**config.mk**
```make
export PLATFORM = sky130hd
export DESIGN_NAME = rv32i_mem_arbiter
export DESIGN_NICKNAME = d
export VERILOG_FILES = /design/src/rtl/rv32i_mem_arbiter_pkg.sv /design/src/rtl/rv32i_arb_watchdog.sv /design/src/rtl/rv32i_mem_arbiter.sv
export SDC_FILE = /design/constraint.sdc
export NUM_CORES = 1
export LEC_CHECK = 0
export CAP_MARGIN = 10
export CORE_ASPECT_RATIO = 2
export CORE_MARGIN = 3
export CORE_UTILIZATION = 40
export DETAILED_ROUTE_END_ITERATION = 6
export PLACE_DENSITY_LB_ADDON = 0.1
export SLEW_MARGIN = 20
export SYNTH_ARGS = -nofsm -noshare
export SYNTH_HDL_FRONTEND = slang
export SYNTH_SLANG_ARGS = --single-unit
```
**constraint.sdc**
```tcl
create_clock -name i_clk -period 1.9 [get_ports i_clk]
set_input_delay 0.285 -clock i_clk [delete_from_list [all_inputs] [get_ports i_clk]]
set_output_delay 0.285 -clock i_clk [all_outputs]
set_load 0.01 [all_outputs]
```
**src/rtl/rv32i_mem_arbiter_pkg.sv**
```systemverilog
// Shared definitions for the RV32I fetch/load-store memory arbiter:
// FSM state encodings, last-grant tag and the default watchdog limit.
package rv32i_mem_arbiter_pkg;

  typedef enum logic [1:0] {
    ARB_IDLE    = 2'd0,
    ARB_GRANT_I = 2'd1,
    ARB_GRANT_D = 2'd2,
    ARB_DONE    = 2'd3
  } arb_state_e;

  typedef enum logic {
    LAST_IBUS = 1'b0,
    LAST_DBUS = 1'b1
  } arb_port_e;

  localparam int unsigned ARB_TIMEOUT_DEFAULT = 255;

endpackage

```
**src/rtl/rv32i_arb_watchdog.sv**
```systemverilog
// Transaction watchdog: counts enabled cycles since the last clear and
// flags expiry on the TIMEOUT-th enabled cycle. TIMEOUT=0 never expires.
module rv32i_arb_watchdog #(
  parameter int unsigned TIMEOUT = 255
) (
  input  logic i_clk,
  input  logic i_rst_n,
  input  logic i_clear,
  input  logic i_enable,
  output logic o_expire
);

  localparam int unsigned CW = (TIMEOUT < 2) ? 1 : $clog2(TIMEOUT);
  localparam logic [CW-1:0] LAST = CW'((TIMEOUT == 0) ? 0 : TIMEOUT - 1);

  logic [CW-1:0] cnt_q, cnt_d;

  always_comb begin
    cnt_d = cnt_q;
    if (i_clear)       cnt_d = '0;
    else if (i_enable) cnt_d = cnt_q + 1'b1;
  end

  always_ff @(posedge i_clk or negedge i_rst_n) begin
    if (!i_rst_n) cnt_q <= '0;
    else          cnt_q <= cnt_d;
  end

  assign o_expire = (TIMEOUT != 0) && i_enable && (cnt_q == LAST);

endmodule

```
**src/rtl/rv32i_mem_arbiter.sv**
```systemverilog
// Single-port memory arbiter sharing one bus between instruction fetch and
// load/store, with round-robin tie-break and a watchdog abort. All outputs registered.
module rv32i_mem_arbiter
  import rv32i_mem_arbiter_pkg::*;
#(
  parameter int unsigned TIMEOUT = ARB_TIMEOUT_DEFAULT
) (
  input  logic        i_clk,
  input  logic        i_rst_n,
  input  logic        i_ibus_req,
  input  logic [31:0] i_ibus_addr,
  output logic        o_ibus_ack,
  output logic        o_ibus_err,
  output logic [31:0] o_ibus_rdata,
  input  logic        i_dbus_req,
  input  logic        i_dbus_we,
  input  logic [3:0]  i_dbus_wsel,
  input  logic [31:0] i_dbus_addr,
  input  logic [31:0] i_dbus_wdata,
  output logic        o_dbus_ack,
  output logic        o_dbus_err,
  output logic [31:0] o_dbus_rdata,
  output logic        o_mem_req,
  output logic        o_mem_we,
  output logic [3:0]  o_mem_wsel,
  output logic [31:0] o_mem_addr,
  output logic [31:0] o_mem_wdata,
  input  logic        i_mem_ack,
  input  logic [31:0] i_mem_rdata
);

  arb_state_e  state_q, state_d;
  arb_port_e   last_q, last_d;
  logic        mem_req_q, mem_req_d, mem_we_q, mem_we_d;
  logic [3:0]  mem_wsel_q, mem_wsel_d;
  logic [31:0] mem_addr_q, mem_addr_d, mem_wdata_q, mem_wdata_d;
  logic        ibus_ack_q, ibus_ack_d, ibus_err_q, ibus_err_d;
  logic        dbus_ack_q, dbus_ack_d, dbus_err_q, dbus_err_d;
  logic [31:0] ibus_rdata_q, ibus_rdata_d, dbus_rdata_q, dbus_rdata_d;

  logic in_grant, expire;

  assign in_grant = (state_q == ARB_GRANT_I) || (state_q == ARB_GRANT_D);

  rv32i_arb_watchdog #(.TIMEOUT(TIMEOUT)) u_watchdog (
    .i_clk    (i_clk),
    .i_rst_n  (i_rst_n),
    .i_clear  (!in_grant),
    .i_enable (in_grant && !i_mem_ack),
    .o_expire (expire)
  );

  always_comb begin
    state_d      = state_q;
    last_d       = last_q;
    mem_req_d    = mem_req_q;
    mem_we_d     = mem_we_q;
    mem_wsel_d   = mem_wsel_q;
    mem_addr_d   = mem_addr_q;
    mem_wdata_d  = mem_wdata_q;
    ibus_ack_d   = 1'b0;
    ibus_err_d   = 1'b0;
    ibus_rdata_d = ibus_rdata_q;
    dbus_ack_d   = 1'b0;
    dbus_err_d   = 1'b0;
    dbus_rdata_d = dbus_rdata_q;

    unique case (state_q)
      ARB_IDLE: begin
        // On a tie, the port that did not win last time gets the bus
        if (i_ibus_req && (!i_dbus_req || last_q == LAST_DBUS)) begin
          state_d     = ARB_GRANT_I;
          last_d      = LAST_IBUS;
          mem_req_d   = 1'b1;
          mem_we_d    = 1'b0;
          mem_wsel_d  = 4'hF;
          mem_addr_d  = i_ibus_addr;
          mem_wdata_d = '0;
        end else if (i_dbus_req) begin
          state_d     = ARB_GRANT_D;
          last_d      = LAST_DBUS;
          mem_req_d   = 1'b1;
          mem_we_d    = i_dbus_we;
          mem_wsel_d  = i_dbus_wsel;
          mem_addr_d  = i_dbus_addr;
          mem_wdata_d = i_dbus_wdata;
        end
      end
      ARB_GRANT_I, ARB_GRANT_D: begin
        if (i_mem_ack || expire) begin
          state_d   = ARB_DONE;
          mem_req_d = 1'b0;
          if (state_q == ARB_GRANT_I) begin
            ibus_ack_d   = 1'b1;
            ibus_err_d   = !i_mem_ack;
            ibus_rdata_d = i_mem_ack ? i_mem_rdata : '0;
          end else begin
            dbus_ack_d   = 1'b1;
            dbus_err_d   = !i_mem_ack;
            dbus_rdata_d = (i_mem_ack && !mem_we_q) ? i_mem_rdata : '0;
          end
        end
      end
      ARB_DONE: state_d = ARB_IDLE;
      default:  state_d = ARB_IDLE;
    endcase
  end

  always_ff @(posedge i_clk or negedge i_rst_n) begin
    if (!i_rst_n) begin
      state_q      <= ARB_IDLE;
      last_q       <= LAST_IBUS;
      mem_req_q    <= 1'b0;
      mem_we_q     <= 1'b0;
      mem_wsel_q   <= '0;
      mem_addr_q   <= '0;
      mem_wdata_q  <= '0;
      ibus_ack_q   <= 1'b0;
      ibus_err_q   <= 1'b0;
      ibus_rdata_q <= '0;
      dbus_ack_q   <= 1'b0;
      dbus_err_q   <= 1'b0;
      dbus_rdata_q <= '0;
    end else begin
      state_q      <= state_d;
      last_q       <= last_d;
      mem_req_q    <= mem_req_d;
      mem_we_q     <= mem_we_d;
      mem_wsel_q   <= mem_wsel_d;
      mem_addr_q   <= mem_addr_d;
      mem_wdata_q  <= mem_wdata_d;
      ibus_ack_q   <= ibus_ack_d;
      ibus_err_q   <= ibus_err_d;
      ibus_rdata_q <= ibus_rdata_d;
      dbus_ack_q   <= dbus_ack_d;
      dbus_err_q   <= dbus_err_d;
      dbus_rdata_q <= dbus_rdata_d;
    end
  end

  assign o_mem_req    = mem_req_q;
  assign o_mem_we     = mem_we_q;
  assign o_mem_wsel   = mem_wsel_q;
  assign o_mem_addr   = mem_addr_q;
  assign o_mem_wdata  = mem_wdata_q;
  assign o_ibus_ack   = ibus_ack_q;
  assign o_ibus_err   = ibus_err_q;
  assign o_ibus_rdata = ibus_rdata_q;
  assign o_dbus_ack   = dbus_ack_q;
  assign o_dbus_err   = dbus_err_q;
  assign o_dbus_rdata = dbus_rdata_q;

endmodule
```
==> results.ini <==
[worst_setup_path]
rr_worst_depth = 6
r2r_end = o_ibus_rdata[7]
path_cells = clkdlybuf4s50_1
cp-end-kind = primary output
cp.depth = 1
cp.arrival_ns = 1.45
crit_required_ns = 1.62
r2r-start = u_watchdog.cnt_q[1]
start_kind = flip-flop
path_max_fanout = 3
slowest_delay_ns = 0.60
critPathTopFamily = buffers and inverters
slowest_stage = clkdlybuf4s50_1
crit_end = o_mem_we
critPathLaunch = o_mem_we
critPathKind = flip-flop to primary output
cp_num_buf_inv = 1
r2r_slack_ns = 0.18

[timing]
skew_ns = 0.009222
hold_violations = 0
setup_violations = 0
maxSlewViolCount = 0
worstMarginPinSlew_ns = 0.4245
grt_setup_unrepaired = no
tns_ns = 0
fin_crit_sh = 0.9140
period_needed_ns = 1.737
slew_headroom = 0.7170
fmaxAchievable_mhz = 575.8
worst_slack_ns = 0.1634

[clock_network]
cts_root_buf = clkbuf_16
clock-sinks = 149
h-tree-depth = 4
cts_tree = built
cts_buffers = 17
path_clk_slew_ns = 0.07
clk_path_buf_depth = 2
worstSkewPairLatency_ns = 0.42

[floorplan]
ios = 276
rows = 61
initial_core_util = 0.4110
die_x_microns = 90.94
fp.dieH_microns = 175.9
core_sq_um = 14040
die_area_sq_um = 15990

[grt]
grt_pass1_vias = 5316
grt_pass1_wl_microns = 28170
grtUsageTotal = 0.2236
grt_max_degree = 56
grt.overflow.total = 0
antenna_found_initial = 1

[logic_synthesis]
synth_cell_types = 34
yosysSeqAreaShare = 0.6460
yosysTopAreaCellShare = 0.6460
synth_edf_count = 0
synth.area.top_cells = dfrtp_1, a22o_1, mux2i_1, o21ai_1, nand2_1
syn_area_sq_um = 5772
syn_inst = 443
yosys.area.top_type = dfrtp_1
syn_nets = 586
synth_ff_type = dfrtp_1
yosysWarningCount = 0
async_flop_share = 1.000
synth-seq-cells = 149
synth.avg_cell_area_sq_um = 13.03

[layout]
layout.nets = 875
postLayoutCoreUtil = 0.6841
fin_area_sq_um = 9607
area.growth.synth_to_final_pct = 66.44
finalNonFillerCells = 935
drive_gt1_frac = 0.08859

[detailed_routing]
routed_wl_microns = 18010
drc_errors = 0
dr.pass1.iters = 4
ant_nets = 0
vias = 4838
wl_per_cell_microns = 19.26
vias_per_cell = 5.174
drtIter0Drc = 115

[placement]
dp_slack_ns = 0.03593
place.gp.congestion = 0.8305
hpwl_microns = 13340
dp.cells = 901
portBuffers = 275
dpl-instance-area_sq_um = 8979

[power_and_ir_drop]
p_seq_frac = 0.337
netSwitchingFraction = 0.3332
combPwrFrac = 0.444
p_sw_mw = 5.282
leakage_nw = 4.294
power.density_nw_per_um2 = 1650
ir_drop_mv = 0.7213
clkPwrFrac = 0.218
internal_power_mw = 10.57

[run]
max_cap_violations = 0

[min_path]
hold_class = primary input to async pin

[run_status]
outcome = finished clean

==> registers in the layout, indices dropped and copies added (netlist names), 2 cells and up <==
signal / cells
state_q: 2
o_mem_wsel: 4
o_ibus_rdata: 32
o_dbus_rdata: 32
u_watchdog.cnt_q: 8
o_mem_addr: 32
o_mem_wdata: 32
==> area by class of cell <==
cell class,count,area (sq um)
diodes,1,2.502
fillers,1095,4437
multi-input cells,255,1907
flip-flops and latches,149,3729
clock buffers,17,425.4
clock inverters,15,187.7
repair buffers,301,3089
inverters,8,30.03
well taps,189,236.5
==> worst min-delay path by stage <==
stage	slack, ns	start	endpoint	cells after the start
after floorplan	-0.01	i_rst_n	last_q	0
after global placement	0.23	i_rst_n	o_ibus_rdata[5]	1
after detailed placement	0.24	i_rst_n	o_dbus_rdata[4]	1
after CTS	0.36	i_rst_n	o_dbus_rdata[4]	2
after global routing	0.41	i_rst_n	o_dbus_rdata[4]	2
final	0.37	i_rst_n	o_dbus_rdata[4]	2
==> what timing repair did <==
item	CTS	global route
hold buffers	1	0
resized for setup	0	1
setup buffers	0	0
hold endpoints to repair	42	0
endpoints found under the setup margin	0	6
==> layout by cell type (no fill, tap or decap), types with 5 or more instances in the layout <==
cell             netlist  layout
a22o_1                97      97
buf_12                 0      11
buf_4                  1      14
clkbuf_16              0      17
clkdlybuf4s50_1        0     274
dfrtp_1              149     149
ha_1                   5       5
inv_1                  6       6
inv_6                  0       5
mux2i_1               35      35
nand2_1               38      38
nor2_1                 9       8
o21ai_1               34      32
==> worst register-to-register path, delay by kind of cell (launching register included) <==
kind,cells,cell delay (ns)
AO/OA/AOI/OAI,2,0.52
flip-flops,1,0.42
AND/OR/NAND/NOR,2,0.27
buffers and inverters,1,0.21
adder cells (fa/ha/maj),1,0.19
==> metal layers <==
metal,GRT usage,part of all wire,up-vias
met4,0.08501,0.020,0
met3,0.06301,0.064,26
met1,0.2270,0.35,2401
met2,0.4242,0.56,215
met5,0,0,-
li1,-,-,2196
==> cell usage after synthesis, drive strengths merged (2+ instances only) <==
library cell    n
mux2i          35
nor2b           2
inv             7
o21ai          36
nor2            9
nand2b          2
ha              5
a21oi           2
clkbuf         13
nand4           2
buf            18
xor2            3
nand2          38
dfrtp         149
xnor2           3
o22a            4
nand3           4
nor3            4
a22o           97
==> kinds of logic (layout without fill, tap and decap cells) <==
logic type      Yosys count  after routing  share of synthesized area
xor+xnor                  6              6                   0.009106
compound gates          142            142                     0.1905
simple gates             66             66                    0.05073
fa+ha+maj                 5              5                    0.01084
buf+inv                  39            341                    0.02948
flops                   149            149                     0.6460
mux                      36             36                    0.06330
other cells               0              1                          0
==> power by group through the flow <==
stage          Clock (mW)  Sequential (mW)  Combinational (mW)
2_1_floorplan           0             5.86                2.50
5_1_grt              3.67             5.51                7.51
6_report             3.46             5.35                7.04
4_1_cts              3.54             5.36                7.14
3_5_place_dp            0             5.39                7.10
3_3_place_gp            0             5.33                6.93
==> per-stage QoR <==
stage / hold WS, ns / power, mW
detailed placement: 0.2373 / 12.49
finish: 0.3699 / 15.85
global placement: 0.2313 / 12.26
floorplan: -0.01059 / 8.361
global route: 0.4075 / 16.69
CTS: 0.3583 / 16.04
Note: power is estimated with default switching activity, not from simulation.
